[src/rtl/packet_split_router.sv]
// Clocked 1-to-2 packet demultiplexer: each accepted packet is queued on output R0 or R1
// according to one route bit, with an independent FIFO and delivered-packet counter per output.
module packet_split_router #(
  parameter int WIDTH_packet = 14,
  parameter int SEL_BIT      = 13,
  parameter int DEPTH        = 2,
  parameter int CNT_W        = 8
) (
  input  logic                    clk,
  input  logic                    reset,
  input  logic                    L_valid,
  output logic                    L_ready,
  input  logic [WIDTH_packet-1:0] L_data,
  output logic                    R0_valid,
  input  logic                    R0_ready,
  output logic [WIDTH_packet-1:0] R0_data,
  output logic                    R1_valid,
  input  logic                    R1_ready,
  output logic [WIDTH_packet-1:0] R1_data,
  output logic [CNT_W-1:0]        R0_count,
  output logic [CNT_W-1:0]        R1_count
);

  localparam int PTR_W = (DEPTH > 1) ? $clog2(DEPTH) : 1;
  localparam int OCC_W = $clog2(DEPTH + 1);

  logic                         sel;
  logic [1:0]                   full;
  logic [1:0]                   empty;
  logic [1:0]                   push;
  logic [1:0]                   pop;
  logic [1:0]                   out_ready;
  logic [1:0][WIDTH_packet-1:0] head;
  logic [1:0][CNT_W-1:0]        count;

  assign sel       = L_data[SEL_BIT];
  assign out_ready = {R1_ready, R0_ready};

  // Accept depends only on the addressed FIFO's registered full flag, so one
  // stalled output never blocks traffic headed to the other.
  assign L_ready = sel ? ~full[1] : ~full[0];

  for (genvar g = 0; g < 2; g++) begin : g_fifo
    logic [WIDTH_packet-1:0] mem [DEPTH];
    logic [PTR_W-1:0]        wr_ptr;
    logic [PTR_W-1:0]        rd_ptr;
    logic [OCC_W-1:0]        occ;
    logic [CNT_W-1:0]        cnt;

    assign push[g]  = L_valid & L_ready & (sel == 1'(g));
    assign pop[g]   = ~empty[g] & out_ready[g];
    assign full[g]  = (occ == OCC_W'(DEPTH));
    assign empty[g] = (occ == '0);
    assign head[g]  = mem[rd_ptr];
    assign count[g] = cnt;

    // NOTE: sequential state uses non-blocking assignments so every register
    // samples pre-edge values; the storage is reset too, because the head
    // entry is visible on Rn_data and must read as zero out of reset.
    always_ff @(posedge clk or posedge reset) begin
      if (reset) begin
        for (int i = 0; i < DEPTH; i++) mem[i] <= '0;
        wr_ptr <= '0;
        rd_ptr <= '0;
        occ    <= '0;
        cnt    <= '0;
      end else begin
        if (push[g]) begin
          mem[wr_ptr] <= L_data;
          wr_ptr      <= wr_ptr + 1'b1;
        end
        if (pop[g]) begin
          rd_ptr <= rd_ptr + 1'b1;
          cnt    <= cnt + 1'b1;
        end
        // Simultaneous push and pop leaves occupancy unchanged.
        case ({push[g], pop[g]})
          2'b10:   occ <= occ + 1'b1;
          2'b01:   occ <= occ - 1'b1;
          default: occ <= occ;
        endcase
      end
    end
  end

  assign R0_valid = ~empty[0];
  assign R1_valid = ~empty[1];
  assign R0_data  = head[0];
  assign R1_data  = head[1];
  assign R0_count = count[0];
  assign R1_count = count[1];

endmodule
[config.mk]
export PLATFORM = sky130hd
export DESIGN_NAME = packet_split_router
export DESIGN_NICKNAME = d
export VERILOG_FILES = /design/src/rtl/packet_split_router.sv
export SDC_FILE = /design/constraint.sdc
export NUM_CORES = 1
export LEC_CHECK = 0
export ABC_AREA = 0
export BUFFER_PORTS_ARGS = -buffer_cell sky130_fd_sc_hd__buf_2
export CAP_MARGIN = 0
export CORE_ASPECT_RATIO = 0.6
export CORE_MARGIN = 3
export CORE_UTILIZATION = 50
export CTS_BUF_LIST = sky130_fd_sc_hd__clkbuf_2
export CTS_CLUSTER_DIAMETER = 60
export DETAILED_ROUTE_END_ITERATION = 10
export PLACE_DENSITY_LB_ADDON = 0.15
export SETUP_SLACK_MARGIN = 0.5
export SLEW_MARGIN = 20
export SYNTH_ARGS = -nofsm -noshare
export SYNTH_HDL_FRONTEND = slang
export SYNTH_SLANG_ARGS = --single-unit
export TNS_END_PERCENT = 50
[constraint.sdc]
create_clock -name clk -period 5.3 [get_ports clk]
set_clock_uncertainty 0.2 [all_clocks]
set_input_delay 0.795 -clock clk [delete_from_list [all_inputs] [get_ports clk]]
set_output_delay 0.795 -clock clk [all_outputs]
set_load 0.1 [all_outputs]
==> impl_metrics.env <==
export IMPL_insertedDiodeCount=0
export IMPL_reg2reg_slack_ns=3.15
export IMPL_crit_required_ns=4.30
export IMPL_r2r_end="g_fifo[0].mem[23]"
export IMPL_yosysWarningCount=0
export IMPL_core_area_um2=6850
export IMPL_layout_common_cells="dfrtp_1 (80), mux2_2 (71), buf_2 (65), xnor2_1 (16), nand2_1 (11)"
export IMPL_dr_first_iter_drc_count=69
export IMPL_cts_tree="done"
export IMPL_final_antenna_net_count=0
export IMPL_path_class="reg -> out"
export IMPL_hold_buffers=0
export IMPL_grt_pass1_vias=2180
export IMPL_max_freq_mhz=325
export IMPL_layout_commonest_cell="dfrtp_1"
export IMPL_clockBufferDepth=2
export IMPL_period_minus_slack_ns=3.07
export IMPL_synth_seq_cells=80
export IMPL_yosys_cell_types_count=30
export IMPL_track_usage_pct=18.1
export IMPL_cp_start_kind="flip-flop"
export IMPL_rsz0062_at_grt="no"
export IMPL_drv_slew=0
export IMPL_clk_latency_ns=0.52
export IMPL_setup_ws_ns=2.23
export IMPL_htree_levels=3
export IMPL_place_gp_congestion=0.719
export IMPL_routed_top_layer="met4"
export IMPL_hold_viol=0
export IMPL_detail_route_first_pass_iterations=3
export IMPL_grt_overflow=0
export IMPL_antenna_found_initial=0
export IMPL_crit_slowest_cell="dfrtp_1"
export IMPL_cts_root_buf="clkbuf_2"
export IMPL_met2_length_um=2860
export IMPL_drive_gt1_share_pct=53.3
export IMPL_drv_cap=0
export IMPL_cp_max_fo=15
export IMPL_rr_startpoint="g_fifo[0].occ[0]"
export IMPL_ys_seq_area_share_pct=55.4
export IMPL_maxSlewHeadroom_pct=44.7
export IMPL_vias=2080
export IMPL_synthCells=249
export IMPL_final_core_util_pct=60.1
export IMPL_row_count=23
export IMPL_setup_tns_final_ns=0
export IMPL_place_ws_ns=2.74
export IMPL_placement_io_buffers=65
export IMPL_vias_per_cell=5.10
export IMPL_cts_sinks=80
export IMPL_die_w_um=116
export IMPL_grt_max_degree=81
export IMPL_cts_resized_gates=0
export IMPL_clk_pin_slew_ns=0.22
export IMPL_syn_avg_cell_area_um2=14.5
export IMPL_syn_area_um2=3610
export IMPL_rr_worst_depth=3
export IMPL_max_stage_delay_ns=0.83
export IMPL_status="finished, final reports clean"
export IMPL_wl_per_cell_um=16.4
export IMPL_die_area_um2=8310
export IMPL_nNetsFinal=340
export IMPL_syn_nets=272
export IMPL_start_util_pct=52.7
export IMPL_worst_endpoint_arrival_ns=2.08
export IMPL_dp_hpwl_um=4650
export IMPL_routed_wl_met3_um=331
export IMPL_die_h_um=71.8
export IMPL_route_detailed_drc=0
export IMPL_fillers=572
export IMPL_setup_viol=0
export IMPL_cts_inserted_buffers=9
export IMPL_syn2layout_area_growth_pct=14.0
export IMPL_grt_pass1_wl_um=11500
export IMPL_postCtsSetupRepairBufs=0
export IMPL_cp_end_kind="output port"
export IMPL_wl_um=6690
export IMPL_wl_met1_um=3440
export IMPL_crit_path_cell_trace="mux2_2 > buf_2"
export IMPL_tightest_slew_ns=0.829
export IMPL_fin_crit_sh_pct=58.0
export IMPL_hp_class="in -> async"
export IMPL_io_pins=66
stage by stage:
step	cell area, um^2	hold slack, ns	cells
after floorplan	3610	0.228	249
after global placement	3970	0.247	392
after detailed placement	3970	0.249	392
after CTS	4090	0.274	407
after global routing	4120	0.0808	408
final	4120	0.107	408
synth_stat cells:
library cell	instances	area share (%)
a21oi_1	1	0.14
and2_1	1	0.17
and3_1	2	0.35
and4bb_1	1	0.35
buf_12	1	0.55
buf_2	3	0.42
buf_6	4	1.2
clkbuf_1	2	0.21
dfrtp_1	80	55
ha_1	4	1.4
inv_1	3	0.31
mux2_2	71	22
mux2_4	9	3.7
nand2_1	11	1.1
nand2b_1	2	0.35
nand2b_4	1	0.38
nand3_1	3	0.42
nand3b_1	1	0.21
nand4_1	6	1.0
nand4_4	1	0.59
nand4b_4	1	0.66
nor2_1	5	0.52
nor2b_1	1	0.17
nor2b_2	1	0.24
nor3_1	4	0.55
nor3_4	1	0.45
o21ai_2	2	0.49
or2_2	3	0.52
xnor2_1	16	3.9
xor2_1	8	1.9
layer usage:
metal  vias up  GRT usage [%]
met5         -              0
met4         0           4.25
met3         7           6.50
met2        48           26.0
met1      1030           26.5
li1        995              -
how the worst max path moves through the flow:
stage	endpoint	from	slack (ns)
floorplan	L_ready	L_data[13]	2.02
global placement	L_ready	L_data[13]	2.75
detailed placement	L_ready	L_data[13]	2.74
CTS	R1_data[5]	g_fifo[1].rd_ptr	2.15
global route	R1_data[5]	g_fifo[1].rd_ptr	2.06
finish	R0_data[4]	g_fifo[0].rd_ptr	2.23
kinds of logic (layout without fill, tap and decap cells):
family,after synthesis,in the layout,share of synthesized area (%)
multiplexers,80,80,25.9
buffers and inverters,13,85,2.74
flip-flops,80,80,55.4
XOR/XNOR,24,24,5.82
AND/OR/NAND/NOR,45,45,8.11
adder cells (fa/ha/maj),4,4,1.39
AO/OA/AOI/OAI,3,3,0.624
sequential cells by signal (all words and copies together) (netlist names):
name,count
R1_count,8
g_fifo.mem,56
g_fifo.occ,4
g_fifo.rd_ptr,2
g_fifo.wr_ptr,2
R0_count,8
critical path: cells and delay by family, from the launching register on:
kind	cells	cell delay, ns
muxes	1	0.30
DFF	1	0.83
buffers and inverters	1	0.43
layout make-up:
cell class | instances | area (um^2) | share of cell area [%]
flip-flops and latches | 80 | 2000 | 48.6
multi-input cells | 156 | 1510 | 36.7
repair buffers | 67 | 360 | 8.75
well taps | 87 | 109 | 2.64
clock inverters | 5 | 72.6 | 1.76
clock buffers | 10 | 50.0 | 1.22
inverters | 3 | 12.5 | 0.304
Power is left out: the tool's default activity adds up to more than one toggle a clock period on the data nets, which glitch-free logic cannot reach.
